===== src/rtl/svm_pkg.sv =====
// Shared types and width helpers for the SVM decision accumulator.
// DECISION_MUL_PIPE_EN (optional) adds a register after the multiplier and
// the DRAIN state that lets the last registered product land in the accumulator.
package svm_pkg;

  typedef enum logic [2:0] {
    ST_IDLE   = 3'd0,
    ST_ACCUM  = 3'd1,
    ST_BIAS   = 3'd2,
    ST_DECIDE = 3'd3,
    ST_OUT    = 3'd4,
    ST_DRAIN  = 3'd5
  } state_e;

  // Kernel value carries four pixel-wide partial terms.
  function automatic int kern_w(input int xlen_pixel);
    return 4 * xlen_pixel;
  endfunction

  // Signed product of a zero-extended kernel and a signed coefficient.
  function automatic int prod_w(input int xlen_pixel, input int coef_w);
    return kern_w(xlen_pixel) + coef_w + 1;
  endfunction

  // Wide enough for NUM_OF_SV products plus bias without overflow.
  function automatic int acc_w(input int xlen_pixel, input int num_of_sv, input int coef_w);
    return kern_w(xlen_pixel) + coef_w + $clog2(num_of_sv) + 2;
  endfunction

  localparam int DEF_PROD_W = prod_w(8, 16);

endpackage


===== src/rtl/svm_decision_accum_if.sv =====
// Beat input and result output handshakes of the decision accumulator.
interface svm_decision_accum_if
  import svm_pkg::*;
#(
  parameter int XLEN_PIXEL = 8,
  parameter int NUM_OF_SV  = 10,
  parameter int COEF_W     = 16
);
  localparam int KERN_W = kern_w(XLEN_PIXEL);
  localparam int ACC_W  = acc_w(XLEN_PIXEL, NUM_OF_SV, COEF_W);

  logic                     in_valid;
  logic                     in_ready;
  logic [KERN_W-1:0]        kernel_in;
  logic signed [COEF_W-1:0] coef_in;
  logic                     out_valid;
  logic                     out_ready;
  logic                     y_class;
  logic                     escalate;
  logic signed [ACC_W-1:0]  score;

  // Producer/consumer side (kernel array upstream, cascade downstream).
  modport master (
    output in_valid, kernel_in, coef_in, out_ready,
    input  in_ready, out_valid, y_class, escalate, score
  );

  // Accumulator side.
  modport slave (
    input  in_valid, kernel_in, coef_in, out_ready,
    output in_ready, out_valid, y_class, escalate, score
  );
endinterface


===== src/rtl/svm_mac_unit.sv =====
// Multiply-accumulate datapath: zero-extended kernel times signed coefficient,
// summed into a wide signed accumulator, with clear and bias-add controls.
// With DECISION_MUL_PIPE_EN the product is registered (own valid bit) first.
module svm_mac_unit
  import svm_pkg::*;
#(
  parameter int KERN_W = 32,
  parameter int COEF_W = 16,
  parameter int ACC_W  = 54
) (
  input  logic                     clk,
  input  logic                     rst,
  input  logic                     beat,
  input  logic [KERN_W-1:0]        kernel,
  input  logic signed [COEF_W-1:0] coef,
  input  logic                     bias_add,
  input  logic signed [COEF_W-1:0] bias,
  input  logic                     clr,
  output logic signed [ACC_W-1:0]  acc
);
  localparam int PROD_W = KERN_W + COEF_W + 1;

  logic signed [KERN_W:0]      kern_s;
  logic signed [PROD_W-1:0]    prod;
  logic signed [PROD_W-1:0]    add_prod;
  logic                        add_vld;
  logic signed [ACC_W-1:0]     acc_d, acc_q;

  assign kern_s = $signed({1'b0, kernel});
  assign prod   = kern_s * coef;

`ifdef DECISION_MUL_PIPE_EN
  logic signed [PROD_W-1:0] prod_d, prod_q;
  logic                     mul_vld_d, mul_vld_q;

  // Capture the product of each accepted beat; valid follows one cycle behind.
  always_comb begin
    prod_d    = prod_q;
    mul_vld_d = beat;
    if (beat) prod_d = prod;
  end

  // Product pipe register.
  always_ff @(posedge clk) begin
    if (rst) begin
      prod_q    <= '0;
      mul_vld_q <= 1'b0;
    end else begin
      prod_q    <= prod_d;
      mul_vld_q <= mul_vld_d;
    end
  end

  assign add_prod = prod_q;
  assign add_vld  = mul_vld_q;
`else
  assign add_prod = prod;
  assign add_vld  = beat;
`endif

  // Accumulator next value: clear wins, then bias, then product.
  always_comb begin
    acc_d = acc_q;
    if (clr)
      acc_d = '0;
    else if (bias_add)
      acc_d = acc_q + {{(ACC_W-COEF_W){bias[COEF_W-1]}}, bias};
    else if (add_vld)
      acc_d = acc_q + {{(ACC_W-PROD_W){add_prod[PROD_W-1]}}, add_prod};
  end

  // Accumulator register.
  always_ff @(posedge clk) begin
    if (rst) acc_q <= '0;
    else     acc_q <= acc_d;
  end

  assign acc = acc_q;
endmodule


===== src/rtl/svm_decision_accum.sv =====
// SVM decision stage: accumulates NUM_OF_SV weighted kernel beats, adds bias,
// then registers score, class bit and stage-2 escalate flag.
// Optional macro DECISION_MUL_PIPE_EN pipelines the multiplier (+1 latency).
module svm_decision_accum
  import svm_pkg::*;
#(
  parameter int XLEN_PIXEL = 8,
  parameter int NUM_OF_SV  = 10,
  parameter int COEF_W     = 16,
  localparam int KERN_W    = kern_w(XLEN_PIXEL),
  localparam int ACC_W     = acc_w(XLEN_PIXEL, NUM_OF_SV, COEF_W)
) (
  input  logic                     clk,
  input  logic                     rst,
  svm_decision_accum_if.slave      bus,
  input  logic signed [COEF_W-1:0] bias,
  input  logic [ACC_W-2:0]         margin_thresh
);
  localparam int CNT_W = $clog2(NUM_OF_SV + 1);

`ifdef DECISION_MUL_PIPE_EN
  localparam state_e ST_AFTER_LAST = ST_DRAIN;
`else
  localparam state_e ST_AFTER_LAST = ST_BIAS;
`endif

  state_e                  state_d, state_q;
  logic [CNT_W-1:0]        beat_cnt_d, beat_cnt_q;
  logic                    out_valid_d, out_valid_q;
  logic                    y_class_d, y_class_q;
  logic                    escalate_d, escalate_q;
  logic signed [ACC_W-1:0] score_d, score_q;

  logic                    in_ready;
  logic                    beat;
  logic                    mac_bias;
  logic                    mac_clr;
  logic signed [ACC_W-1:0] acc;
  logic [ACC_W-1:0]        acc_mag;

  assign in_ready = (state_q == ST_IDLE) || (state_q == ST_ACCUM);
  assign beat     = bus.in_valid & in_ready;
  // Most-negative value is unreachable at this width, so negation is exact.
  assign acc_mag  = acc[ACC_W-1] ? (~acc + ACC_W'(1)) : acc;

  svm_mac_unit #(
    .KERN_W (KERN_W),
    .COEF_W (COEF_W),
    .ACC_W  (ACC_W)
  ) u_mac (
    .clk      (clk),
    .rst      (rst),
    .beat     (beat),
    .kernel   (bus.kernel_in),
    .coef     (bus.coef_in),
    .bias_add (mac_bias),
    .bias     (bias),
    .clr      (mac_clr),
    .acc      (acc)
  );

  // Sample sequencing and result capture.
  always_comb begin
    state_d     = state_q;
    beat_cnt_d  = beat_cnt_q;
    out_valid_d = out_valid_q;
    y_class_d   = y_class_q;
    escalate_d  = escalate_q;
    score_d     = score_q;
    mac_bias    = 1'b0;
    mac_clr     = 1'b0;
    case (state_q)
      ST_IDLE: begin
        if (beat) begin
          beat_cnt_d = CNT_W'(1);
          state_d    = (NUM_OF_SV == 1) ? ST_AFTER_LAST : ST_ACCUM;
        end
      end
      ST_ACCUM: begin
        if (beat) begin
          beat_cnt_d = beat_cnt_q + CNT_W'(1);
          if (beat_cnt_q == CNT_W'(NUM_OF_SV - 1)) state_d = ST_AFTER_LAST;
        end
      end
      // Last registered product lands in the accumulator here.
      ST_DRAIN: state_d = ST_BIAS;
      ST_BIAS: begin
        mac_bias = 1'b1;
        state_d  = ST_DECIDE;
      end
      ST_DECIDE: begin
        score_d     = acc;
        y_class_d   = ~acc[ACC_W-1];
        escalate_d  = acc_mag < {1'b0, margin_thresh};
        out_valid_d = 1'b1;
        state_d     = ST_OUT;
      end
      ST_OUT: begin
        if (bus.out_ready) begin
          out_valid_d = 1'b0;
          mac_clr     = 1'b1;
          beat_cnt_d  = '0;
          state_d     = ST_IDLE;
        end
      end
      default: state_d = ST_IDLE;
    endcase
  end

  // State and output registers.
  always_ff @(posedge clk) begin
    if (rst) begin
      state_q     <= ST_IDLE;
      beat_cnt_q  <= '0;
      out_valid_q <= 1'b0;
      y_class_q   <= 1'b0;
      escalate_q  <= 1'b0;
      score_q     <= '0;
    end else begin
      state_q     <= state_d;
      beat_cnt_q  <= beat_cnt_d;
      out_valid_q <= out_valid_d;
      y_class_q   <= y_class_d;
      escalate_q  <= escalate_d;
      score_q     <= score_d;
    end
  end

  assign bus.in_ready  = in_ready;
  assign bus.out_valid = out_valid_q;
  assign bus.y_class   = y_class_q;
  assign bus.escalate  = escalate_q;
  assign bus.score     = score_q;
endmodule

===== src/flat_wrapper.sv =====
// flat-port wrapper written by rule: the top's interface ports become plain ports
module svm_decision_accum_flat import svm_pkg::*;
#(
  parameter int XLEN_PIXEL = 8,
  parameter int NUM_OF_SV  = 10,
  parameter int COEF_W     = 16,
  localparam int KERN_W    = kern_w(XLEN_PIXEL),
  localparam int ACC_W     = acc_w(XLEN_PIXEL, NUM_OF_SV, COEF_W)
)
  (clk, rst, bias, margin_thresh, bus_in_valid, bus_kernel_in, bus_coef_in, bus_out_ready, bus_in_ready, bus_out_valid, bus_y_class, bus_escalate, bus_score);
  svm_decision_accum_if #(.XLEN_PIXEL(XLEN_PIXEL), .NUM_OF_SV(NUM_OF_SV), .COEF_W(COEF_W)) bus_i ();
  input  logic clk;
  input  logic rst;
  input  logic signed [COEF_W-1:0] bias;
  input  logic [ACC_W-2:0] margin_thresh;
  input wire logic [$bits(bus_i.in_valid)-1:0] bus_in_valid;
  input wire logic [$bits(bus_i.kernel_in)-1:0] bus_kernel_in;
  input wire logic [$bits(bus_i.coef_in)-1:0] bus_coef_in;
  input wire logic [$bits(bus_i.out_ready)-1:0] bus_out_ready;
  output wire logic [$bits(bus_i.in_ready)-1:0] bus_in_ready;
  output wire logic [$bits(bus_i.out_valid)-1:0] bus_out_valid;
  output wire logic [$bits(bus_i.y_class)-1:0] bus_y_class;
  output wire logic [$bits(bus_i.escalate)-1:0] bus_escalate;
  output wire logic [$bits(bus_i.score)-1:0] bus_score;
  assign bus_i.in_valid = bus_in_valid;
  assign bus_i.kernel_in = bus_kernel_in;
  assign bus_i.coef_in = bus_coef_in;
  assign bus_i.out_ready = bus_out_ready;
  assign bus_in_ready = bus_i.in_ready;
  assign bus_out_valid = bus_i.out_valid;
  assign bus_y_class = bus_i.y_class;
  assign bus_escalate = bus_i.escalate;
  assign bus_score = bus_i.score;
  svm_decision_accum #(.XLEN_PIXEL(XLEN_PIXEL), .NUM_OF_SV(NUM_OF_SV), .COEF_W(COEF_W)) u_core (.clk(clk), .rst(rst), .bus(bus_i), .bias(bias), .margin_thresh(margin_thresh));
endmodule

===== config.mk =====
export PLATFORM = sky130hd
export DESIGN_NAME = svm_decision_accum_flat
export DESIGN_NICKNAME = d
export VERILOG_FILES = /design/src/rtl/svm_pkg.sv /design/src/rtl/svm_decision_accum_if.sv /design/src/rtl/svm_mac_unit.sv /design/src/rtl/svm_decision_accum.sv /design/src/flat_wrapper.sv
export SDC_FILE = /design/constraint.sdc
export NUM_CORES = 2
export LEC_CHECK = 0
export CAP_MARGIN = 20
export CORE_ASPECT_RATIO = 1.2
export CORE_MARGIN = 3
export CORE_UTILIZATION = 46
export DETAILED_ROUTE_END_ITERATION = 10
export GPL_ROUTABILITY_DRIVEN = 0
export SLEW_MARGIN = 30
export SYNTH_ARGS = -nofsm -noshare
export SYNTH_HDL_FRONTEND = slang
export SYNTH_SLANG_ARGS = --single-unit
export TNS_END_PERCENT = 10

===== constraint.sdc =====
create_clock -name clk -period 29.9 [get_ports clk]
set_clock_uncertainty 0.1 [all_clocks]
set_input_delay 5.98 -clock clk [delete_from_list [all_inputs] [get_ports clk]]
set_output_delay 5.98 -clock clk [all_outputs]
set_load 0.05 [all_outputs]

## Yosys cells after proc, flatten, opt, wreduce, memory -nomap -nowiden

Index checks and enable logic that the tools add are counted.

| word-level totals | value |
|---|---|
| register bits | 118 |
| input bits | 121 |
| output and inout bits | 58 |
| word-level logic and storage cells | 52 |

| operators by class | value |
|---|---|
| $add $sub $neg | 4 |
| $mul | 1 |
| $lt $le $gt $ge | 1 |
| eq/ne operators | 10 |
| multiplexer cells | 17 |
| bitwise logic cells | 3 |
| reduce and logical (&&, ||, !) cells | 9 |

Operators with widths:

| cell | count |
|---|---|
| two-way mux 54 bit | 3 |
| adder 54 bit | 2 |
| adder 54 x 2 -> 54 bit (second input constant) | 1 |
| less-than comparator 54 x 53 -> 1 bit | 1 |
| NOT 54 bit | 1 |
| multiplier 33 x 16 -> 49 bit | 1 |
| case mux 3 bit (6 select lines) | 1 |
| two-way mux 3 bit | 4 |
| two-way mux 4 bit | 3 |
| case mux 4 bit (3 select lines) | 1 |
| AND reduction 4 bit | 2 |
| == test 3 x 2 -> 1 bit (second input constant) | 2 |
| == test 3 bit (second input constant) | 2 |
| adder 4 x 1 -> 4 bit (second input constant) | 1 |
| == test 4 bit (second input constant) | 1 |
| two-way mux 1 bit | 4 |
| != test 2 x 1 -> 1 bit (second input constant) | 2 |
| != test 2 bit (second input constant) | 2 |
| nonzero test 2 bit | 2 |
| == test 3 x 1 -> 1 bit (second input constant) | 1 |
| zero test 3 bit | 1 |
| nonzero test 3 bit | 1 |
| case mux 1 bit (2 select lines) | 1 |
| AND reduction 2 bit | 1 |
| other kinds (4) | 4 |

## Depth between registers and ports, before layout

| logic depth | value |
|---|---|
| depth in word-level cells | 5 |
| depth in mapped cells | 37 |
| gate-level depth less buffers | 35 |

## Hierarchy

A second synthesis with hierarchy kept.

| unflattened totals | value |
|---|---|
| cell total of the unflattened synthesis | 3368 |
| area, all modules | 26899.5 µm² |

By module, submodules not included:

| module | times used | cells an instance | area an instance (µm²) | seq. area each (µm²) |
|---|---|---|---|---|
| svm_mac_unit | 1 | 2724 | 22110.0 | 1081.0 |
| svm_decision_accum | 1 | 644 | 4789.6 | 1281.2 |

## Least setup slack after synthesis

Ideal clock, no wire load.

| timing | value |
|---|---|
| path kind | input-to-reg |
| start | input bus_kernel_in[12] |
| end | register u_core.u_mac.acc_q[53] (netlist: u_core.u_mac.acc[53]) |
| setup time | 0.124 ns |
| arrival | 14.118 ns |
| data required time | 29.676 ns |
| setup slack | 15.557 ns |
| stages | 35 |
| path buffers | 2 |
| cell sequence | clkbuf_1 nand2_1 fa_1 inv_1 fa_1 inv_1 fa_1 inv_1 fa_1 fa_1 inv_1 fa_1 inv_1 ha_1 a21o_1 a31o_2 a31oi_1 o221ai_1 o21ai_0 inv_1 a31oi_1 xnor2_1 o21ai_0 ha_1 clkbuf_1 nand4_1 nor4_1 nand2_1 a21oi_1 o311ai_0 o31ai_1 a21oi_1 nor2b_1 mux4_2 a2111o_1 |

| on the way | value |
|---|---|
| longest elaborated chain between the ends | 4 |

RTL lines:

| what | RTL line | RTL |
|---|---|---|
| start, declared | flat_wrapper.sv:17 | `input wire logic [$bits(bus_i.kernel_in)-1:0] bus_kernel_in;` |
| multiplier 33 x 16 -> 49 bit | svm_mac_unit.sv:30 | `assign prod = kern_s * coef;` |
| adder 54 bit | svm_mac_unit.sv:69 | `acc_d = acc_q + {{(ACC_W-PROD_W){add_prod[PROD_W-1]}}, add_prod};` |
| two-way mux 54 bit | svm_mac_unit.sv:68 | `else if (add_vld)` |
| two-way mux 54 bit | svm_mac_unit.sv:66 | `else if (bias_add)` |
| end signal, assigned | svm_mac_unit.sv:74 | `if (rst) acc_q <= '0;` |
| end signal, assigned | svm_mac_unit.sv:75 | `else acc_q <= acc_d;` |
| end, declared | svm_mac_unit.sv:27 | `logic signed [ACC_W-1:0] acc_d, acc_q;` |

No other way between the ends. The select of a mux whose other input is x is not followed.
A chain may end at the register's enable or synchronous reset.

## Worst setup path after layout

Ends and elaborated chain as after synthesis.

==> flow_summary.toml <==
[cells_and_area]
seq_area_um2 = 2360
multiInputGateArea_um2 = 21500
fin_nets = 4248
fin_util_pct = 51.6
area_growth_pct = 10.6
fillers = 5525
drive_gt1_share_pct = 2.31
n_antenna_cell = 0
final_area_um2 = 29600

[clock_tree]
cts_setup_buffers = 0
ctsRootBufferMaster = "clkbuf_16"
post_cts_resized = 0
postCtsHoldBufs = 0
cts.clk_slew.worst_paths_ns = 0.05
cts_sinks = 118
cts_buffers = 17
cts_tree = "built"
cts_htree_levels = 4
cts_buffer_depth = 2
clock_latency_ns = 0.42

[floorplanning]
boundaryPins = 179
die_w_um = 226
die_area_um2 = 61100
core-area_um2 = 57400
die_h_um = 270
num_rows = 96
initial_core_util_pct = 46.6

[routing]
ant_nets = 0
vias = 22679
drc_errors = 0
drtIter0Drc = 1248
firstDrtPassIters = 6
totalWireLength_mm = 72.5
vias_per_cell = 5.41
wire_per_inst_um = 17.3

[yosys]
syn_avg_cell_area_um2 = 7.91
synth_ff_type = "dfxtp_1"
ys_seq_area_share_pct = 8.83
synth_fp_nets = 4185
synthCells = 3381
synth_top_area_share_pct = 31.4
synth.cell_area_um2 = 26800
synth_top_cell_by_area = "fa_1"
synth_seq_cells = 118
yosysWarnings = 0
synth_cell_types = 64
synthTopCellsByCount = "628 x inv_1, 585 x nand2_1, 419 x fa_1, 264 x ha_1, 228 x a21oi_1"
ys_top_cells_by_area = "fa_1 31%, ha_1 12%, dfxtp_1 8.8%"
synth_edf_count = 0
ys_async_sr_fraction_pct = 0
synth_most_common_cell = "inv_1"

[critical_path]
cp.arrival_ns = 16.20
cpMaxStageDelayCell = "clkdlybuf4s50_1"
cp_max_fo = 16
start_kind = "primary input"
end_kind = "flop"
cp_common_cell = "fa_1"
critical_path_class = "in -> reg"
crit_buf_inv = 6
cp_top_family = "compound AO/OA/AOI/OAI gates"
cp.required_ns = 30.10
slowest_delay_ns = 0.99

[placed_design]
dpl_cell_area_um2 = 29000
dp_slack_ns = 13.56
io_buffer_count = 178
dp_hpwl_mm = 58.5

[sta]
tightest_slew_ns = 0.917
setup_ws_ns = 13.91
fin_crit_sh_pct = 53.5
finalSetupViolCount = 0
layout_min_cycle_time_ns = 15.99
slew_violations = 0
finalHoldViolations = 0
max_freq_mhz = 62.5
relSlewSlack_pct = 38.1
rsz0062_at_grt = "false"
tns_ns = 0

[global_routing]
grt_pass1_vias = 23778
antenna_found_initial = 1
busiest_layer = "met2"
globalRouteOverflowTotal = 0
use_met2_pct = 41.7
track_usage_pct = 23.9
grt_max_degree = 67
grtUsageMet3_pct = 2.99
grtUsageMet1_pct = 30.8
grt_pass1_wl_mm = 120

[run]
max-cap-violations = 0

[worst_hold_path]
hp-class = "reg -> reg"

[run_status]
status = "complete, no violations"
==> tightest hold or removal path: stages, from the launching register on <==
cell and delay (ns):
dfxtp_1 0.31, nand2_1 0.05, a21oi_1 0.05
==> path summary, 6_finish.rpt <==
path / slack, ns / from / depth (start not counted) / endpoint
hold / removal: 0.35 / u_core.bus.score[40] / 2 / u_core.bus.score[40]
hold reg to reg: 0.35 / u_core.bus.score[40] / 2 / u_core.bus.score[40]
setup / recovery: 13.91 / bus_kernel_in[12] / 33 / u_core.u_mac.acc[53]
setup reg to reg: 24.14 / u_core.u_mac.acc[6] / 17 / u_core.bus.escalate
==> state kept, by name, summed over array words and instances, names as in the netlist <==
register,flops
u_core.bus.score,54
u_core.u_mac.acc,54
u_core.beat_cnt_q,4
u_core.state_q,3
u_core.bus.escalate,1
u_core.bus.out_valid,1
u_core.bus.y_class,1
==> cell usage in the layout, fill, tap and decap left out, types with 5 or more instances in the layout <==
master and count:
a2111oi_0 7, a211oi_1 16, a21o_1 65, a21oi_1 227, a31oi_1 14, and2_1 178
and3_1 14, and4_1 5, buf_4 24, clkbuf_16 17, clkdlybuf4s50_1 174, dfxtp_1 117
fa_1 419, ha_1 264, inv_1 628, nand2_1 585, nand2b_1 30, nand3_1 34
nand3b_1 6, nand4_1 35, nor2_1 107, nor2b_1 18, nor3_1 31, o211ai_1 8
o21a_1 9, o21ai_0 126, o21bai_1 23, o31ai_1 20, o41ai_1 11, or2_2 6
or3_1 11, or4_1 8, xnor2_1 101, xor2_1 36
==> kinds of logic (layout without fill, tap and decap cells) <==
group	Yosys count	in the layout	synth area share, %
fa+ha+maj	683	683	43.7
mux	3	3	0.159
buf+inv	786	862	11.0
xor+xnor	137	137	4.49
flops	118	118	8.83
compound gates	571	571	13.0
simple gates	1083	1083	18.8
==> final cells by class <==
cell class | instances | share of cell area (%)
Multi-Input combinational cell | 2477 | 72.5
Sequential cell | 118 | 7.98
Inverter | 628 | 7.96
Timing Repair Buffer | 202 | 6.56
Tap cell | 735 | 3.11
Clock buffer | 24 | 1.66
Clock inverter | 8 | 0.245
==> metrics by stage <==
stage               hold WS (ns)  cells
floorplan                  0.380   3381
global placement           0.343   4160
detailed placement         0.349   4160
CTS                        0.356   4192
global route               0.376   4192
finish                     0.354   4192
==> layer usage <==
| metal | up-vias | wire length [µm] |
|---|---|---|
| met1 | 11109 | 31200 |
| met5 | - | 12 |
| met4 | 2 | 2110 |
| met2 | 656 | 35300 |
| li1 | 10773 | - |
| met3 | 139 | 3820 |
Power is not shown: default switching activity piles up to over one toggle a cycle in this logic, so the estimate is an artifact.
